**config.mk**
```make
export PLATFORM = sky130hd
export DESIGN_NAME = color_select
export DESIGN_NICKNAME = d
export VERILOG_FILES = /design/src/rtl/color_pkg.sv /design/src/rtl/btn_debounce.sv /design/src/rtl/color_select.sv
export SDC_FILE = /design/constraint.sdc
export NUM_CORES = 1
export LEC_CHECK = 0
export BUFFER_PORTS_ARGS = -buffer_cell sky130_fd_sc_hd__buf_2
export CORE_ASPECT_RATIO = 0.9
export CORE_MARGIN = 10
export CORE_UTILIZATION = 62
export DETAILED_ROUTE_END_ITERATION = 7
export PLACE_DENSITY = 0.77
export REMOVE_ABC_BUFFERS = 1
export SLEW_MARGIN = 20
export SYNTH_ARGS = -nofsm -noshare
export SYNTH_HDL_FRONTEND = slang
export SYNTH_SLANG_ARGS = --single-unit
```
**constraint.sdc**
```tcl
create_clock -name clk -period 2.5 [get_ports clk]
set_input_delay 0.625 -clock clk [delete_from_list [all_inputs] [get_ports clk]]
set_output_delay 0.625 -clock clk [all_outputs]
set_load 0.05 [all_outputs]
```
**src/rtl/color_pkg.sv**
```systemverilog
// Shared types and constants for the palette colour selector.
package color_pkg;

   localparam int unsigned NUM_COLORS = 8;
   localparam int unsigned IDX_W      = $clog2(NUM_COLORS);

   typedef logic [IDX_W-1:0] idx_t;
   typedef logic [11:0]      rgb444_t;

   typedef enum logic [1:0] {
      StManual,
      StAuto,
      StLocked
   } state_e;

   // Step a palette index by one in either direction; the index width gives the wrap.
   function automatic idx_t idx_step(input idx_t idx, input logic up);
      return up ? idx + idx_t'(1) : idx - idx_t'(1);
   endfunction

endpackage

```
**src/rtl/btn_debounce.sv**
```systemverilog
// Pushbutton conditioner: 2-flop synchronizer, stability counter, debounced level
// and a one-cycle pulse on each debounced 0->1 transition.
module btn_debounce #(
   parameter int unsigned DEBOUNCE_CYCLES = 2_000_000
) (
   input  logic clk,
   input  logic rstn,
   input  logic btn_i,
   output logic rise_o
);

   localparam int unsigned CntW = $clog2(DEBOUNCE_CYCLES + 1);

   logic            sync1_q, sync2_q;
   logic            level_q, level_d;
   logic            rise_q, rise_d;
   logic [CntW-1:0] cnt_q, cnt_d;

   always_comb begin
      level_d = level_q;
      cnt_d   = '0;
      // Any sample matching the current level restarts the stability window.
      if (sync2_q != level_q) begin
         if (cnt_q == CntW'(DEBOUNCE_CYCLES - 1)) begin
            level_d = sync2_q;
         end else begin
            cnt_d = cnt_q + CntW'(1);
         end
      end
      rise_d = level_d & ~level_q;
   end

   always_ff @(posedge clk or negedge rstn) begin
      if (!rstn) begin
         sync1_q <= 1'b0;
         sync2_q <= 1'b0;
         level_q <= 1'b0;
         cnt_q   <= '0;
         rise_q  <= 1'b0;
      end else begin
         sync1_q <= btn_i;
         sync2_q <= sync1_q;
         level_q <= level_d;
         cnt_q   <= cnt_d;
         rise_q  <= rise_d;
      end
   end

   assign rise_o = rise_q;

endmodule

```
**src/rtl/color_select.sv**
```systemverilog
// Palette index selector: debounced next/prev buttons, demo auto-cycling and a
// game lock that freezes the selection. addr and changed are registered.
module color_select
   import color_pkg::*;
#(
   parameter int unsigned DEBOUNCE_CYCLES = 2_000_000,
   parameter int unsigned AUTO_CYCLES     = 50_000_000
) (
   input  logic             clk,
   input  logic             rstn,
   input  logic             btn_next,
   input  logic             btn_prev,
   input  logic             auto_en,
   input  logic             lock,
   output logic [IDX_W-1:0] addr,
   output logic             changed
);

   localparam int unsigned PerW = $clog2(AUTO_CYCLES + 1);

   logic            next_rise, prev_rise;
   state_e          state_q, state_d;
   idx_t            addr_q, addr_d;
   logic            changed_q, changed_d;
   logic [PerW-1:0] per_q, per_d;

   btn_debounce #(
      .DEBOUNCE_CYCLES(DEBOUNCE_CYCLES)
   ) u_deb_next (
      .clk   (clk),
      .rstn  (rstn),
      .btn_i (btn_next),
      .rise_o(next_rise)
   );

   btn_debounce #(
      .DEBOUNCE_CYCLES(DEBOUNCE_CYCLES)
   ) u_deb_prev (
      .clk   (clk),
      .rstn  (rstn),
      .btn_i (btn_prev),
      .rise_o(prev_rise)
   );

   always_comb begin
      if (lock) begin
         state_d = StLocked;
      end else if (auto_en) begin
         state_d = StAuto;
      end else begin
         state_d = StManual;
      end

      addr_d    = addr_q;
      changed_d = 1'b0;
      // Counter sits at 0 outside AUTO, so entering AUTO always starts a full period.
      per_d     = '0;

      case (state_q)
         StManual, StAuto: begin
            if (next_rise && !prev_rise) begin
               addr_d    = idx_step(addr_q, 1'b1);
               changed_d = 1'b1;
            end else if (prev_rise && !next_rise) begin
               addr_d    = idx_step(addr_q, 1'b0);
               changed_d = 1'b1;
            end

            // A manual press wins over a coincident tick and restarts the period.
            if (state_q == StAuto && !(next_rise || prev_rise)) begin
               if (per_q == PerW'(AUTO_CYCLES - 1)) begin
                  addr_d    = idx_step(addr_q, 1'b1);
                  changed_d = 1'b1;
               end else begin
                  per_d = per_q + PerW'(1);
               end
            end
         end
         default: ;
      endcase
   end

   always_ff @(posedge clk or negedge rstn) begin
      if (!rstn) begin
         state_q   <= StManual;
         addr_q    <= '0;
         changed_q <= 1'b0;
         per_q     <= '0;
      end else begin
         state_q   <= state_d;
         addr_q    <= addr_d;
         changed_q <= changed_d;
         per_q     <= per_d;
      end
   end

   assign addr    = addr_q;
   assign changed = changed_q;

endmodule

```
==> impl_results.md <==
- Status: complete, no violations
- Final hold vios: 0
- Synth Area in Compound Gates: 1.439%
- Post-Route WL: 6781 um
- Pin count of the biggest net entering global routing: 59
- Fillers: 458
- CTS Buf Count: 9
- Reg2reg end: addr[1]$_DFFE_PN0P_
- Number of global-route vias before repair: 2695
- Via count: 2721
- DR iter-0 viols: 126
- Cell count after synthesis: 393
- Adder-cell share of the synthesized area: 2.558%
- Peak supply drop: 0.0006846 V
- H-Tree Depth: 3
- Area of the mapped netlist: 0.003913 mm^2
- Top-Level Pins: 10
- Die Width: 103.7 um
- # Post-CTS Setup Buffers: 0
- CP startpoint: per_q[0]$_DFF_PN0_
- Root Driver: clkbuf_8
- PortBufs: 9
- Async set or reset register ratio after synthesis: 100.0%
- Die ar.: 0.009892 mm^2
- # resized after CTS: 0
- CP startpoint kind: flip-flop
- Critical Path End Type: flip-flop
- Setup_tns: 0 ps
- WL/cell: 13.56 um
- CORE AREA: 0.006115 mm^2
- TritonCTS clock tree: yes
- Max Slew Vio Count: 0
- Hold WC Path Type: in -> async
- P_leak: 1.782 nW
- R2R Path Start: per_q[0]$_DFF_PN0_
- Seq cells post-synth: 82
- Slowest CP cell: or4_1
- Number of synthesized flops with an enable pin: 0
- Placed Cells incl. Taps: 484
- Final min period: 2172 ps
- Placer Congestion: 0.8558
- Post-synthesis sequential area ratio: 52.45%
- Synth warn: 0
- Layout cell share with drive strength beyond 1: 9.443%
- Achievable Freq: 0.4604 GHz
- Post-layout util: 69.55%
- Crit path DAT: 2410 ps
- Max_slew headroom: 56.90%
- Reg area: 0.002052 mm^2
- Hpwl dp: 4634 um
- Max Cap Viol: 0
- Insertion delay to the later sink of the worst-skew pair: 350 ps
- First-pass GRT wire length: 12480 um
- Period utilization: 86.87%
- TritonCTS Sinks: 82
- CP required: 2740 ps
- Cts hold-fix bufs: 0
- Non-Filler Instances: 500
- N_diodes: 0
- Initial Utilization: 63.99%
- Actual slew at the worst max-slew pin: 641.5 ps
- Multi-input gate area: 0.001777 mm^2
- Main combinational cell family by area after synthesis: simple AND/OR/NAND/NOR gates
- Post-synthesis mux area share: 0.9594%
- Setup CP Type: reg -> reg
- Synth-to-Final Area Change: 8.698%
- Clock slew at reported path FFs: 90 ps
- CP cell instances: ha_1, nand4_2, or4_1, o21ba_1, mux2_4, o22a_1
- Total Power: 2.294 mW
- Ys flop type: dfrtp_1
- R2R cell count: 6
- DRC viols: 0
- Hold slack: 169.4 ps
- Cell Rows: 27
- Drt pass-1 iters: 4
- Final Skew: 9.975 ps
- Fraction of the mapped netlist area in simple logic gates: 26.13%
- Final Setup Violations: 0
- Unique cell type count in the Yosys netlist: 38
- Overall die height: 95.36 um
- Post-Synth XOR/XNOR Area: 14.33%
- Remaining Overflow, GRT: 0
- RSZ-0062 raised after global routing: false
- CP max FO: 6
- GRT Util Overall: 15.07%
- Vias/cell: 5.442
- Crit-path max cell delay: 520 ps
- Clock tree buffer depth: 2
- Power per cell area: 539.5 mW/mm^2
- Synthesized area per cell: 9.955 um^2
- Final ANT Viol Nets: 0
- Internal reg-to-reg setup slack: 330 ps
- NumNets Final: 422
- Antenna violations before repair: 0
-- cells in the final DEF (no fill, tap or decap), types with 4 or more instances in the layout --
cell type  Yosys  layout
inv_1         12      12
nand4_1       17      17
nor2_1        81      81
and3_1         9       9
nor4b_1        5       5
nand2_1       24      24
xor2_1        32      32
dfrtp_1       82      82
clkbuf_8       0      10
buf_4          0       4
xnor2_1       32      32
nor4_1         7       7
buf_2          4       8
ha_1           8       8
nor3_1        12      12
nand3_1       29      29
-- logic make-up (layout without fill, tap and decap cells) --
kind of cell / count (synthesis) / after routing
AOI/OAI and AO/OA: 8 / 8
xor gates and xnor gates: 64 / 64
adders and majority gates: 8 / 8
buffers and inverters: 21 / 41
DFF: 82 / 82
muxes: 3 / 3
and+or+nand+nor: 207 / 207
-- critical path: cells and delay by family, from the launching register on --
kind | cells | cell delay (ps)
AOI/OAI and AO/OA | 2 | 420
adders and majority gates | 1 | 230
DFF | 1 | 390
muxes | 1 | 310
and+or+nand+nor | 2 | 720
-- synth_stat cells, drive strengths merged (2+ instances only) --
master	n	area [um^2]
dfrtp	82	2052
nor2	81	304.0
xnor2	32	280.3
xor2	32	280.3
nand3	29	145.1
nand2	24	90.09
nand4	18	118.9
inv	12	45.04
nor3	12	60.06
and3	10	63.81
ha	8	100.1
nor4	7	43.79
clkbuf	5	18.77
nor4b	5	43.79
buf	4	20.02
or3	4	26.28
and4	3	26.28
mux2	3	37.53
nor2b	3	18.77
or2	3	18.77
and2	2	12.51
o21ai	2	10.01
-- how the worst max path moves through the flow --
stage,end,slack [ps],cells after the start
6_report,addr[1]$_DFFE_PN0P_,330,6
5_1_grt,per_q[20]$_DFF_PN0_,110,5
4_1_cts,addr[1]$_DFFE_PN0P_,330,6
3_5_place_dp,addr[1]$_DFFE_PN0P_,340,6
3_3_place_gp,addr[1]$_DFFE_PN0P_,410,6
2_1_floorplan,addr[1]$_DFFE_PN0P_,490,6
-- sequential cells by signal, summed over array words and instances, names as in the netlist --
| name | cells |
|---|---|
| u_deb_next.sync1_q | 1 |
| u_deb_next.rise_o | 1 |
| state_q | 2 |
| u_deb_prev.rise_o | 1 |
| u_deb_prev.cnt_q | 21 |
| changed | 1 |
| addr | 3 |
| u_deb_next.level_q | 1 |
| u_deb_next.cnt_q | 21 |
| u_deb_prev.sync2_q | 1 |
| u_deb_prev.level_q | 1 |
| per_q | 26 |
| u_deb_prev.sync1_q | 1 |
| u_deb_next.sync2_q | 1 |
-- per-stage QoR --
stage / setup slack (ps) / area, um^2
CTS: 330.3 / 4253
finish: 328.1 / 4253
floorplan: 494.9 / 3874
global placement: 407.9 / 4073
detailed placement: 343.0 / 4073
global route: 107.2 / 4253
-- metal layers --
metal | GRT usage (%) | vias to the layer above | routed length (um)
met1 | 19.32 | 1321 | 3338
met2 | 24.63 | 39 | 3160
met4 | 5.324 | 0 | 59
met3 | 3.776 | 7 | 223
met5 | 0 | - | 0
li1 | - | 1354 | -
-- cell type report --
type | instances | area share [%]
clock inverter | 5 | 0.9120
multi-input combinational | 290 | 41.78
clock buffer | 11 | 3.325
inverter | 12 | 1.059
timing repair buffer | 13 | 2.118
sequential | 82 | 48.25
tap | 87 | 2.560
-- power by group --
group	switching, mW	internal (mW)	leakage [nW]	total, mW
Sequential	0.0126	1.34	1.13	1.35
Clock	0.481	0.394	0.0899	0.875
Combinational	0.0494	0.0189	0.565	0.0683
No activity file was read; power rests on OpenSTA's default activity.
